## config.mk

```make
export PLATFORM = sky130hd
export DESIGN_NAME = row_clear_engine
export DESIGN_NICKNAME = d
export VERILOG_FILES = /design/src/rtl/row_clear_engine.sv
export SDC_FILE = /design/constraint.sdc
export NUM_CORES = 1
export LEC_CHECK = 0
export ABC_AREA = 1
export CAP_MARGIN = 5
export CORE_ASPECT_RATIO = 0.6
export CORE_MARGIN = 3
export CORE_UTILIZATION = 43
export CTS_BUF_LIST = sky130_fd_sc_hd__clkbuf_8 sky130_fd_sc_hd__clkbuf_16
export DETAILED_ROUTE_END_ITERATION = 10
export PLACE_DENSITY_LB_ADDON = 0.1
export SETUP_SLACK_MARGIN = 0.4
export SLEW_MARGIN = 40
export SYNTH_ARGS = -nofsm -noshare
export SYNTH_HDL_FRONTEND = slang
export SYNTH_SLANG_ARGS = --single-unit
```

## constraint.sdc

```tcl
create_clock -name clk -period 17.8 [get_ports clk]
set_input_delay 3.56 -clock clk [delete_from_list [all_inputs] [get_ports clk]]
set_output_delay 3.56 -clock clk [all_outputs]
set_load 0.01 [all_outputs]
```

## src/rtl/row_clear_engine.sv

```systemverilog
// Removes a completed row from the settled board, collapsing everything above it down by one,
// and keeps line totals and per-landing burst counts for scoring.
//
// state  | meaning
// IDLE   | waiting for the scanner to report a complete row
// REMOVE | collapsed board presented with remove_valid (one unpaused cycle)
// SETTLE | ignoring the scanner while the board write-back lands
module row_clear_engine #(
    parameter int BLOCKS_WIDE   = 10,
    parameter int BLOCKS_HIGH   = 22,
    parameter int BITS_Y_POS    = 5,
    parameter int SETTLE_CYCLES = 2,
    parameter int LINES_W       = 16
) (
    input  logic                             clk,
    input  logic                             rst,
    input  logic                             pause,
    input  logic [BLOCKS_WIDE*BLOCKS_HIGH-1:0] fallen_pieces,
    input  logic [BITS_Y_POS-1:0]            row,
    input  logic                             enabled,
    output logic [BLOCKS_WIDE*BLOCKS_HIGH-1:0] board_out,
    output logic                             remove_valid,
    output logic                             busy,
    output logic [LINES_W-1:0]               lines_total,
    output logic [2:0]                       burst_lines,
    output logic                             burst_done
);
    localparam int BOARD_W = BLOCKS_WIDE * BLOCKS_HIGH;
    localparam int SC_W    = (SETTLE_CYCLES > 1) ? $clog2(SETTLE_CYCLES) : 1;
    localparam int QW      = $clog2(BLOCKS_HIGH + 1);
    localparam logic [QW-1:0] QUIET_MAX = QW'(BLOCKS_HIGH);
    localparam logic [BITS_Y_POS:0] ROW_LIMIT = (BITS_Y_POS + 1)'(BLOCKS_HIGH);

    typedef enum logic [1:0] {IDLE, REMOVE, SETTLE} state_t;

    state_t                  state, state_nxt;
    logic [BITS_Y_POS-1:0]   clr_row;
    logic [BOARD_W-1:0]      snap;
    logic [SC_W-1:0]         settle_cnt;
    logic [QW-1:0]           quiet_cnt;
    logic [2:0]              burst_cnt;
    logic [2:0]              burst_lines_q;
    logic                    detect;
    logic                    burst_end;

    assign detect = !pause && (state == IDLE) && enabled && ({1'b0, row} < ROW_LIMIT);

    always_comb begin
        state_nxt    = state;
        remove_valid = 1'b0;
        burst_end    = 1'b0;
        case (state)
            IDLE: begin
                if (detect)
                    state_nxt = REMOVE;
                else if (!pause && burst_cnt != 3'd0 && quiet_cnt == QUIET_MAX)
                    burst_end = 1'b1;
            end
            REMOVE: begin
                if (!pause) begin
                    remove_valid = 1'b1;
                    state_nxt    = SETTLE;
                end
            end
            SETTLE: begin
                if (!pause && settle_cnt == '0)
                    state_nxt = IDLE;
            end
            default: state_nxt = IDLE;
        endcase
    end

    assign busy        = (state != IDLE);
    assign burst_done  = burst_end;
    assign burst_lines = burst_end ? burst_cnt : burst_lines_q;

    // Collapsed board is a pure function of the snapshot, so it holds until the next detection.
    always_comb begin
        board_out = snap;
        board_out[0 +: BLOCKS_WIDE] = '0;
        for (int r = 1; r < BLOCKS_HIGH; r++) begin
            if (r <= int'(clr_row))
                board_out[r*BLOCKS_WIDE +: BLOCKS_WIDE] = snap[(r-1)*BLOCKS_WIDE +: BLOCKS_WIDE];
        end
    end

    always_ff @(posedge clk or posedge rst) begin
        if (rst) begin
            state         <= IDLE;
            clr_row       <= '0;
            snap          <= '0;
            settle_cnt    <= '0;
            quiet_cnt     <= '0;
            burst_cnt     <= '0;
            burst_lines_q <= '0;
            lines_total   <= '0;
        end else begin
            state <= state_nxt;
            if (detect) begin
                clr_row <= row;
                snap    <= fallen_pieces;
            end
            if (remove_valid) begin
                if (lines_total != '1)
                    lines_total <= lines_total + 1'b1;
                if (burst_cnt != 3'd4)
                    burst_cnt <= burst_cnt + 3'd1;
                quiet_cnt  <= '0;
                settle_cnt <= SC_W'(SETTLE_CYCLES - 1);
            end
            if (state == SETTLE && !pause && settle_cnt != '0)
                settle_cnt <= settle_cnt - 1'b1;
            if (burst_end) begin
                burst_lines_q <= burst_cnt;
                burst_cnt     <= '0;
                quiet_cnt     <= '0;
            end else if (state == IDLE && !pause && !detect && burst_cnt != 3'd0) begin
                quiet_cnt <= quiet_cnt + 1'b1;
            end
        end
    end
endmodule

```

# [Word-level counts from Yosys, hierarchy flattened]
# Cells that the tools add are included.
[word_totals] ff_bits=255 input_bits=229 elab_cells=104
[op_classes] n_addsub=4 magnitude_cmp=22 eq_ne=8 mux=39 bitwise=1 reduce_logical=22
[ops] operator="2-to-1 mux 10 bit" n=21
[ops] operator="less-or-equal comparator 4 x 5 -> 1 bit, first input constant" n=8
[ops] operator="less-or-equal comparator 5 bit, first input constant" n=6
[ops] operator="less-or-equal comparator 3 x 5 -> 1 bit, first input constant" n=4
[ops] operator="adder 16 x 1 -> 16 bit, second input constant" n=1
[ops] operator="inequality test 16 bit, second input constant" n=1
[ops] operator="2-to-1 mux 5 bit" n=3
[ops] operator="2-to-1 mux 3 bit" n=4
[ops] operator="less-or-equal comparator 2 x 5 -> 1 bit, first input constant" n=2
[ops] operator="logical AND 1 bit" n=10
[ops] operator="nonzero test 2 bit" n=4
[ops] operator="2-to-1 mux 1 bit" n=7
[ops] operator="2-to-1 mux 2 bit" n=3
[ops] operator="inequality test 2 bit, second input constant" n=3
[ops] operator="case mux 2 bit (3 select lines)" n=1
[ops] operator="nonzero test 3 bit" n=2
[ops] operator="adder 5 x 1 -> 5 bit, second input constant" n=1
[ops] operator="equality test 5 bit, second input constant" n=1
[ops] operator="less-or-equal comparator 1 x 5 -> 1 bit, first input constant" n=1
[ops] operator="< comparator 5 bit, second input constant" n=1
[ops] operator="AND reduction 2 bit" n=2
[ops] operator="adder 3 x 1 -> 3 bit, second input constant" n=1
[ops] operator="inequality test 3 bit, second input constant" n=1
[ops] operator="AND reduction 3 bit" n=1
[ops] operator="6 further kinds" n=7

# [Depth between registers and ports, before layout]
# Gate-level depths: netlist (run 1).
[logic_depth] ltp_word=9 ltp_mapped=9

# [Least setup slack after synthesis (run 1)]
# Ideal clock, no wire load.
[synth_path] path_kind="input to output" start="input port row[1]" end="output port burst_lines[0]" arrival_time_ns=4.511 t_required_ns=14.240 slack_ns=9.729 cell_stages=8 n_path_buf=2 path_cell_list="inv_1 > o21ai_1 > nand2_1 > nand2_1 > buf_2 > buf_2 > nand4_1 > nand2_1"
[synth_between] elab_chain_cells=5
[synth_lines] element="start, declared" line="19" source="input logic [BITS_Y_POS-1:0] row,"
[synth_lines] element="< comparator 5 bit" line="46" source="assign detect = !pause && (state == IDLE) && enabled && ({1'b0, row} < ROW_LIMIT);"
[synth_lines] element="logical AND 1 bit" line="46"
[synth_lines] element="2-to-1 mux 1 bit" line="54" source="if (detect)"
[synth_lines] element="2-to-1 mux 1 bit" line="52" source="case (state)"
[synth_lines] element="2-to-1 mux 3 bit"
[synth_lines] element="end, declared" line="25" source="output logic [2:0] burst_lines,"
# No other way between the ends.

# [Final worst setup path (run 1)]
[layout_path] start="input port row[1]" end="output port burst_lines[2]"
# The elaborated chain is that of the path after synthesis.

==> results.md, run 1 <==
* Vias in the first global route at roughly 12000
* Post-synth cell types at 31
* FF-to-FF path depth at 9
* Total die area at approximately 0.033 sq mm
* Switch share at 41.46%
* Largest vdd supply drop at 114.2 uV
* Syn_area_per_cell at around 8 sq um
* Initial core utilization at between 40% and 50%
* Final HPWL DP at roughly 34 mm
* Post-synth EDFFs at 0
* Initial antenna violation count at 9
* Commonest cells in the netlist: nand2_1, dfrtp_1, nor2_1
* CP Data Required Time at around 14000 ps
* Max_slew headroom at between 40% and 50%
* H-tree levels at 1
* Total power at 3963 uW
* Largest net degree at the start of global routing at between 100 and 150
* Post-synthesis sequential area ratio at between 40% and 50%
* Slowest library cell on the worst path: nand2_4
* Routed wire length at between 40 and 50 mm
* Final nets at ~2300
* Worst hold path cell count at 2
* RSZ-0062 raised after global routing: no
* CP Data Arrival Time at ~6600 ps
* Clk slew on worst S/H paths at ~60 ps
* Maxcap violations at 0
* Pint at between 2000 and 2500 uW
* Min-delay worst type: reg2reg
* Fin Hold WS at approximately 470 ps
* Startpoint Class: primary input
* Total global-route track usage at 27.27%
* Grt ovf at 0
* Vias at between 10000 and 15000
* Crit path time final at 10200 ps
* Area contributors post-synth: dfrtp_1, nand2_1, a21oi_2
* Placeable Area at 0.02949 sq mm
* 1st-iter DRT viols at roughly 940
* Post-CTS Hold Fix Bufs at 0
* IO buf count at between 400 and 500
* CTS Root Cell: clkbuf_16
* Worst-Margin Slew at 827.5 ps
* Synth Register Bits at between 200 and 300
* Post-synth top area share at between 40% and 50%
* Element type at the critical path end: output pin
* Leak Pwr at 0.008947 uW
* Max Root-Sink Buffers at 3
* Comb pwr share at about three fifths
* Num CTS Buffers at 27
* Die W at ~230 um
* CTS sink count at 255
* Async set or reset register ratio after synthesis at 100.0%
* Sequential share of power at between 20% and 30%
* Crit Path Category: in2out
* Yosys top cell by area: dfrtp_1
* Pre-antenna DRT Iters at 5
* Worst-Skew Late Latency at 530 ps
* CTS tree: built
* Fin util at roughly 64%
* Syn Inst Count at around 1700
* Vias per std cell at between 5 and 6
* DRC at 0
* Syn. warnings at 0
* First-pass GRT wire length at between 70 and 80 mm
* Fmax at about 0.098 GHz
* Net Sw Power at ~1600 uW
* Largest stage delay, worst path at 760 ps
* WL per Instance at around 18 um
* Core Rows at 48
* Status: finished, final reports clean
* Power Dens Cells at about 210 mW/mm^2
* Final setup fails at 0
* Post-cts resize count at 0
* Period utilization at between 50% and 60%
* Fin Setup TNS at 0 ps
* Top_reg_cell synth: dfrtp_1
* Setup bufs post-CTS at 0
* Clock power frac at between 15 and 20%
* Layout cell share with drive strength beyond 1 at about 8.8%
* Most frequent cell after synthesis: nand2_1
* Height of the chip at between 100 and 150 um
* Max-slew violation count at 0
* Clk_skew at about 7.9 ps
* Io pins at about 470
* P&R area growth vs syn at 43.24%
* Worst Path Max Fanout at 81
* Placer Congestion at between 0.8 and 0.9
* Crit-path cells: clkdlybuf4s50_1 > inv_1 > o21ai_1 > nand2_8 > nand2_4 > nand3_1 > nand2_1 > nand2_1 > clkdlybuf4s50_1
* Final Hold Fails at 0
* Mapped cell area at around 0.013 sq mm
* DRT antenna net count at 0
worst paths after layout:
path	slack, ps	from	to
hold reg to reg	470	burst_lines_q[0]$_DFF_PP0_	burst_lines_q[0]$_DFF_PP0_
setup reg to reg	14950	state[0]$_DFFE_PP0P_	quiet_cnt[2]$_DFFE_PP0P_
min in group asynchronous	3580	rst	snap[89]$_DFFE_PP0P_
hold / removal	470	burst_lines_q[0]$_DFF_PP0_	burst_lines_q[0]$_DFF_PP0_
max in group asynchronous	13100	rst	snap[192]$_DFFE_PP0P_
setup / recovery	7600	row[1]	burst_lines[2]
worst max-delay path: cells and delay by family:
family                 cells  cell delay (ps)
buffers and inverters      3              980
AOI/OAI and AO/OA          1              340
and+or+nand+nor            5             1740
cells by family (layout without fill, tap and decap cells):
group	Yosys count	count (layout)	synth area share [%]
flip-flops	255	255	48.37
XOR/XNOR	12	12	0.7967
AND/OR/NAND/NOR	761	761	23.18
other	1	16	0.02842
buffers and inverters	285	696	9.626
multiplexers	10	10	0.8536
adder cells (fa/ha/maj)	5	5	0.4742
AO/OA/AOI/OAI	363	363	16.67
sequential cells by signal, indices dropped and copies added (netlist names):
signal / cells
lines_total: 16
burst_cnt: 3
quiet_cnt: 5
settle_cnt: 1
clr_row: 5
burst_lines_q: 3
snap: 220
state: 2
per-layer routing:
metal	wire (um)	GRT usage [%]	vias up
met3	3332	6.260	93
met1	19880	37.01	6109
li1	-	-	6181
met5	34	0	-
met4	1584	9.313	6
met2	21230	43.28	427
layout make-up:
class	instances	area [sq um]
Sequential cell	255	6382
Clock inverter	15	173.9
Antenna cell	6	15.01
Fill cell	2614	10590
Inverter	174	665.6
Clock buffer	34	772.0
Timing Repair Buffer	473	4750
Tap cell	400	500.5
Multi-Input combinational cell	1161	5638
cells in the final DEF, fill, tap and decap left out, types with 2 or more instances in the layout:
cell type        instances
clkinv_2                 4
clkinvlp_4               2
inv_1                  167
o21ai_1                153
conb_1                  10
a21oi_1                 62
nand2_2                  4
nand3_1                 95
buf_6                    4
buf_4                    7
mux2_1                  10
nor2_1                 187
nand4_1                 13
bufinv_16                4
dfrtp_1                254
nand2_1                448
nor2_2                   2
nor3_1                   3
nor2_4                   3
inv_2                   11
xnor2_1                  7
diode_2                  6
clkbuf_8                 7
clkdlybuf4s50_1        460
o21ai_0                 44
ha_1                     5
a21oi_2                100
clkbuf_16               27
nand3b_1                 2
xor2_1                   5
power groups by stage:
stage | registers (uW) | logic [uW] | clock network [uW]
4_1_cts | 1030 | 2330 | 615
3_5_place_dp | 1040 | 2320 | 0
5_1_grt | 1070 | 2510 | 640
3_3_place_gp | 1030 | 2290 | 0
6_report | 1040 | 2320 | 604
2_1_floorplan | 982 | 1120 | 0
through the flow:
step           area [sq um]  std cells  setup slack (ps)
2_1_floorplan         13230       1701              7227
3_3_place_gp          17850       2462              7511
3_5_place_dp          17920       2463              7580
4_1_cts               18870       2512              7572
5_1_grt               18900       2518              7343
6_report              18900       2518              7597
(Power assumes the default switching activity.)
==> run 2, diff against run 1 <==
==> constraint.sdc (replaced) <==
create_clock -name clk -period 10.2 [get_ports clk]
set_input_delay 2.04 -clock clk [delete_from_list [all_inputs] [get_ports clk]]
set_output_delay 2.04 -clock clk [all_outputs]
set_load 0.01 [all_outputs]
==> run 2 against run 1 <==
Core utilization shrank 0.25 points. Sequential power grew 75%. Routed wire length grew 0.97%. Critical path type unchanged. Highest routed layer unchanged.
==> results.md, run 2 (synthesized netlist as in run 1, its figures left out) <==
* Status: finished, final reports clean
* Num CTS Buffers at 27
* Initial core utilization at roughly 45%
* Slowest library cell on the worst path: nand2_8
* Post-cts resize count at 0
* P&R area growth vs syn at 42.69%
* Element type at the critical path end: output pin
* Final Hold Fails at 0
* Worst-Margin Slew at ~810 ps
* Clk slew on worst S/H paths at around 60 ps
* Fin Setup TNS at 0 ps
* Worst-Skew Late Latency at between 500 and 600 ps
* Core Rows at 48
* Startpoint Class: primary input
* Grt ovf at 0
* Largest vdd supply drop at 220.8 uV
* Commonest non-fill, non-tap cells in the layout: clkdlybuf4s50_1, nand2_1, dfrtp_1
* CTS sink count at roughly 260
* Post-CTS Hold Fix Bufs at 0
* RSZ-0062 raised after global routing: no
* Placeable Area at between 0.02 and 0.03 sq mm
* Total global-route track usage at approximately 28%
* Io pins at around 470
* Sequential cell area at 0.006382 sq mm
* Power Dens Cells at ~360 mW/mm^2
* DRT antenna net count at 0
* H-tree levels at 1
* Setup bufs post-CTS at 0
* Final nets at 2327
* Largest net degree at the start of global routing at about 120
* CTS Root Cell: clkbuf_16
* Final std cells w/o fill at roughly 2500
* Max Root-Sink Buffers at 3
* Commonest non-fill, non-tap cell in the layout: clkdlybuf4s50_1
* CP Data Required Time at about 8000 ps
* CP bufs+invs at 3
* Leak Pwr at between 0.008 and 0.009 uW
* Min-delay worst type: reg2reg
* Number of fill cells at around 2600
* Height of the chip at approximately 140 um
* IO buf count at 460
* Crit path max-delay family: simple AND/OR/NAND/NOR gates
* Fmax at roughly 0.15 GHz
* Pre-antenna DRT Iters at 5
* Final setup fails at 0
* Layout cell share with drive strength beyond 1 at 8.755%
* Initial antenna violation count at 8
* Largest regs: snap x220, lines_total x16
* DRC at 0
* Crit Path Category: in2out
* Die W at between 200 and 250 um
* Maxcap violations at 0
* Largest stage delay, worst path at roughly 560 ps
* Max_slew headroom at between 40% and 50%
* Max-slew violation count at 0
* Dpl cells at ~2500
* Vias in the first global route at 12560
* Worst Path Max Fanout at 81
* Placer Congestion at 0.9084
* Vias per std cell at ~5.1
* Crit path time final at between 6000 and 7000 ps
* Area occupied by multi-input gates at approximately 0.0056 sq mm
* CP Data Arrival Time at just under 5000 ps
* CTS tree: built
* Routed wire length at ~47 mm
* Period utilization at 67.55%
* Total die area at 0.03289 sq mm
* WL per Instance at 18.48 um
* 1st-iter DRT viols at a little over 900
* Number of flip-flops in the largest register at between 200 and 250
* Clk_skew at about 9 ps
* Final HPWL DP at 34.42 mm
* Vias at approximately 13000
* First-pass GRT wire length at 71.37 mm
* Top reg by flops: snap
* Crit-path cells: clkdlybuf4s50_1 > inv_1 > o21ai_1 > nand2_8 > nand2_8 > nand3_1 > nand2_1 > nand2_1 > clkdlybuf4s50_1
run 2: cell count changes in the layout (fill, tap and decap cells not counted), sizes merged:
| cell | delta |
|---|---|
| clkbuf | -1 |
| buf | +1 |
| clkinv | +1 |
| inv | +1 |
| diode | -2 |
| clkinvlp | +1 |
| bufinv | -2 |
run 2: layout make-up:
cell class | count | share of cell area (%)
inverter | 174 | 3.536
clock buffer | 33 | 4.028
antenna | 4 | 0.05317
clock inverter | 16 | 0.7046
timing repair buffer | 474 | 25.12
tap | 400 | 2.659
multi-input combinational | 1161 | 30.00
sequential | 255 | 33.90
run 2: worst min-delay path, cell delays in order, from the launching register on:
cell	delay [ps]
dfrtp_1	340
nand2_1	50
nand2_1	50
run 2: report_power, final:
group / leakage, uW / internal (uW) / switching [uW]
Combinational: 0.00548 / 1920 / 2120
Sequential: 0.00297 / 1490 / 329
Clock: 0.000458 / 575 / 428
Total: 0.00891 / 3990 / 2880
run 2: worst paths after layout:
check	start	endpoint	slack, ps	cells past startpoint
setup / recovery	row[1]	burst_lines[0]	3310	9
hold reg to reg	snap[1]$_DFFE_PP0P_	snap[1]$_DFFE_PP0P_	470	2
min in group asynchronous	rst	snap[77]$_DFFE_PP0P_	2000	2
max in group asynchronous	rst	snap[120]$_DFFE_PP0P_	7040	3
hold / removal	snap[1]$_DFFE_PP0P_	snap[1]$_DFFE_PP0P_	470	2
setup reg to reg	state[0]$_DFFE_PP0P_	snap[19]$_DFFE_PP0P_	7380	8
run 2: stage by stage:
step	utilization (%)	worst slack (ps)	hold slack, ps	total power [uW]	instance area, sq um
after CTS	63.72	2957	474.5	6890	18790
after global routing	63.84	3082	501.2	7320	18820
after global placement	60.56	2871	454.1	5800	17860
after detailed placement	60.70	2963	459.0	5865	17900
final	63.84	3310	471.5	6865	18820
after floorplan	-	1147	436.2	3662	13230
run 2: layer usage:
layer | GRT usage, % | part of all wire, % | vias up
met5 | 0 | 0.12 | -
met4 | 8.857 | 3.5 | 8
met3 | 7.083 | 8.1 | 101
met2 | 44.25 | 46 | 450
met1 | 37.03 | 42 | 6039
li1 | - | - | 6173
==> run 3, diff against run 2 <==
==> constraint.sdc (replaced) <==
create_clock -name clk -period 6.8 [get_ports clk]
set_input_delay 1.36 -clock clk [delete_from_list [all_inputs] [get_ports clk]]
set_output_delay 1.36 -clock clk [all_outputs]
set_load 0.01 [all_outputs]
==> run 3 against run 2 <==
Global-route usage is essentially flat. Total power up 50%. First-iteration DRC count grew 7.5%. Core utilization rose by 0.089 points. Worst setup slack worse by 1800 ps. Register-to-register slack lost 3300 ps. Via count decreased by 0.48%. Clock skew grew 11 ps. Highest routed layer unchanged.
==> results.md, run 3 (synthesized netlist as in run 1, its figures left out) <==
* Status: finished, final reports clean
* Layout cell share with drive strength beyond 1 at 8.936%
* Maxcap violations at 0
* Max_slew headroom at between 40 and 50%
* Initial antenna violation count at 7
* Sequential cell area at about 0.0064 sq mm
* First-pass GRT wire length at slightly above 70 mm
* CTS sink count at between 200 and 300
* CTS tree: built
* Placer Congestion at ~0.9
* Crit path time final at approximately 5300 ps
* Reg2reg end: snap[53]$_DFFE_PP0P_
* Largest net degree at the start of global routing at 110
* Fmax at about 0.19 GHz
* WL per Instance at between 15 and 20 um
* CTS Root Cell: clkbuf_16
* Vias at approximately 13000
* DRC at 0
* Total die area at about 0.033 sq mm
* Io pins at between 400 and 500
* Min-delay worst type: reg2reg
* Power Dens Cells at between 500 and 600 mW/mm^2
* Post-cts resize count at 0
* Clk slew on worst S/H paths at about 60 ps
* Initial core utilization at between 40% and 50%
* Grt ovf at 0
* Reg-to-Reg Start: state[0]$_DFFE_PP0P_
* Largest vdd supply drop at 298.7 uV
* DRT antenna net count at 0
* Routed wire length at 46.72 mm
* IO buf count at between 400 and 500
* R2R setup slack at between 4000 and 5000 ps
* Fin Hold WS at between 400 and 500 ps
* HP Start: snap[214]$_DFFE_PP0P_
* Die W at around 230 um
* Leak Pwr at 0.008947 uW
* Vias per std cell at 5.044
* Commonest non-fill, non-tap cell in the layout: clkdlybuf4s50_1
* FF-to-FF path depth at 9
* Final HPWL DP at 34.55 mm
* Setup bufs post-CTS at 0
* Top reg by flops: snap
* Period utilization at about four fifths
* Height of the chip at roughly 140 um
* Core Rows at between 40 and 50
* RSZ-0062 raised after global routing: no
* Fin Setup TNS at 0 ps
* Commonest non-fill, non-tap cells in the layout: clkdlybuf4s50_1, nand2_1, dfrtp_1
* Clk_skew at around 20 ps
* Final nets at approximately 2300
* CP Data Required Time at between 5000 and 6000 ps
* Worst-Margin Slew at ~790 ps
* Number of flip-flops in the largest register at between 200 and 250
* Placeable Area at 0.02949 sq mm
* Worst Hold End: snap[214]$_DFFE_PP0P_
* Max-slew violation count at 0
* Final Hold Fails at 0
* Max Root-Sink Buffers at 3
* Num CTS Buffers at 26
* 1st-iter DRT viols at approximately 990
* CP Data Arrival Time at between 3000 and 4000 ps
* Crit Path Category: reg2out
* Final setup fails at 0
* Area occupied by multi-input gates at roughly 0.0056 sq mm
* Startpoint Class: flop
* Pre-antenna DRT Iters at 5
* Largest regs: snap x220, lines_total x16
* Number of fill cells at between 2000 and 3000
* P&R area growth vs syn at 42.89%
* Total global-route track usage at approximately 28%
* Worst hold path cell count at 2
* Vias in the first global route at ~12000
* Element type at the critical path end: output pin
* Post-CTS Hold Fix Bufs at 0
* Worst-Skew Late Latency at 550 ps
* Worst Path Max Fanout at 28
* H-tree levels at 1
[run 3: changes by cell type in the layout (fill, tap and decap cells not counted), sizes merged]
cell	before	now
inv	180	179
clkbuf	33	31
diode	4	5
clkinv	5	6
clkinvlp	3	2
buf	14	19
[run 3: routing by layer]
layer  up-vias  routed length (um)  GRT usage (%)
met3        74                3504          6.421
met1      6006               20410          38.26
met4         4                1308          8.043
met2       448               21460          43.52
li1       6178                   -              -
met5         -                  27              0
[run 3: through the flow]
stage	worst slack, ps	utilization, %	cell area, sq um	total power [uW]	std cells
after floorplan	2082	-	13230	5493	1701
after global placement	2060	60.71	17900	8745	2467
after detailed placement	1909	60.97	17980	8824	2469
after CTS	1327	63.86	18830	10330	2515
after global routing	1237	63.93	18850	10940	2520
final	1496	63.93	18850	10270	2520
[run 3: layout make-up]
type                       instances  area share (%)
multi-input combinational       1161           29.82
timing repair buffer             479           25.61
antenna                            5         0.06637
clock inverter                    15          0.6372
clock buffer                      31           3.876
tap                              400           2.655
inverter                         174           3.485
sequential                       255           33.86
[run 3: worst max-delay path, cell delays in order, from the launching register on]
cell,delay [ps]
dfrtp_2,590
nor2_2,170
buf_4,260
nand2_1,490
nor2_1,220
buf_4,260
nand2_1,460
o21ai_1,340
clkdlybuf4s50_1,610
[run 3: worst max-delay path by stage]
stage / from / end / slack [ps] / cells after the start
6_report: clr_row[4]$_DFFE_PP0P_ / board_out[18] / 1500 / 8
5_1_grt: clr_row[4]$_DFFE_PP0P_ / board_out[18] / 1240 / 8
2_1_floorplan: rst / burst_cnt[0]$_DFFE_PP0P_ / 2080 / 1
3_3_place_gp: pause / burst_done / 2060 / 5
3_5_place_dp: clr_row[4]$_DFFE_PP0P_ / board_out[18] / 1910 / 8
4_1_cts: clr_row[4]$_DFFE_PP0P_ / board_out[18] / 1330 / 8
[run 3: where the power goes]
group          switching, uW  internal, uW
clock network            621           835
logic                   3180          2900
registers                500          2230
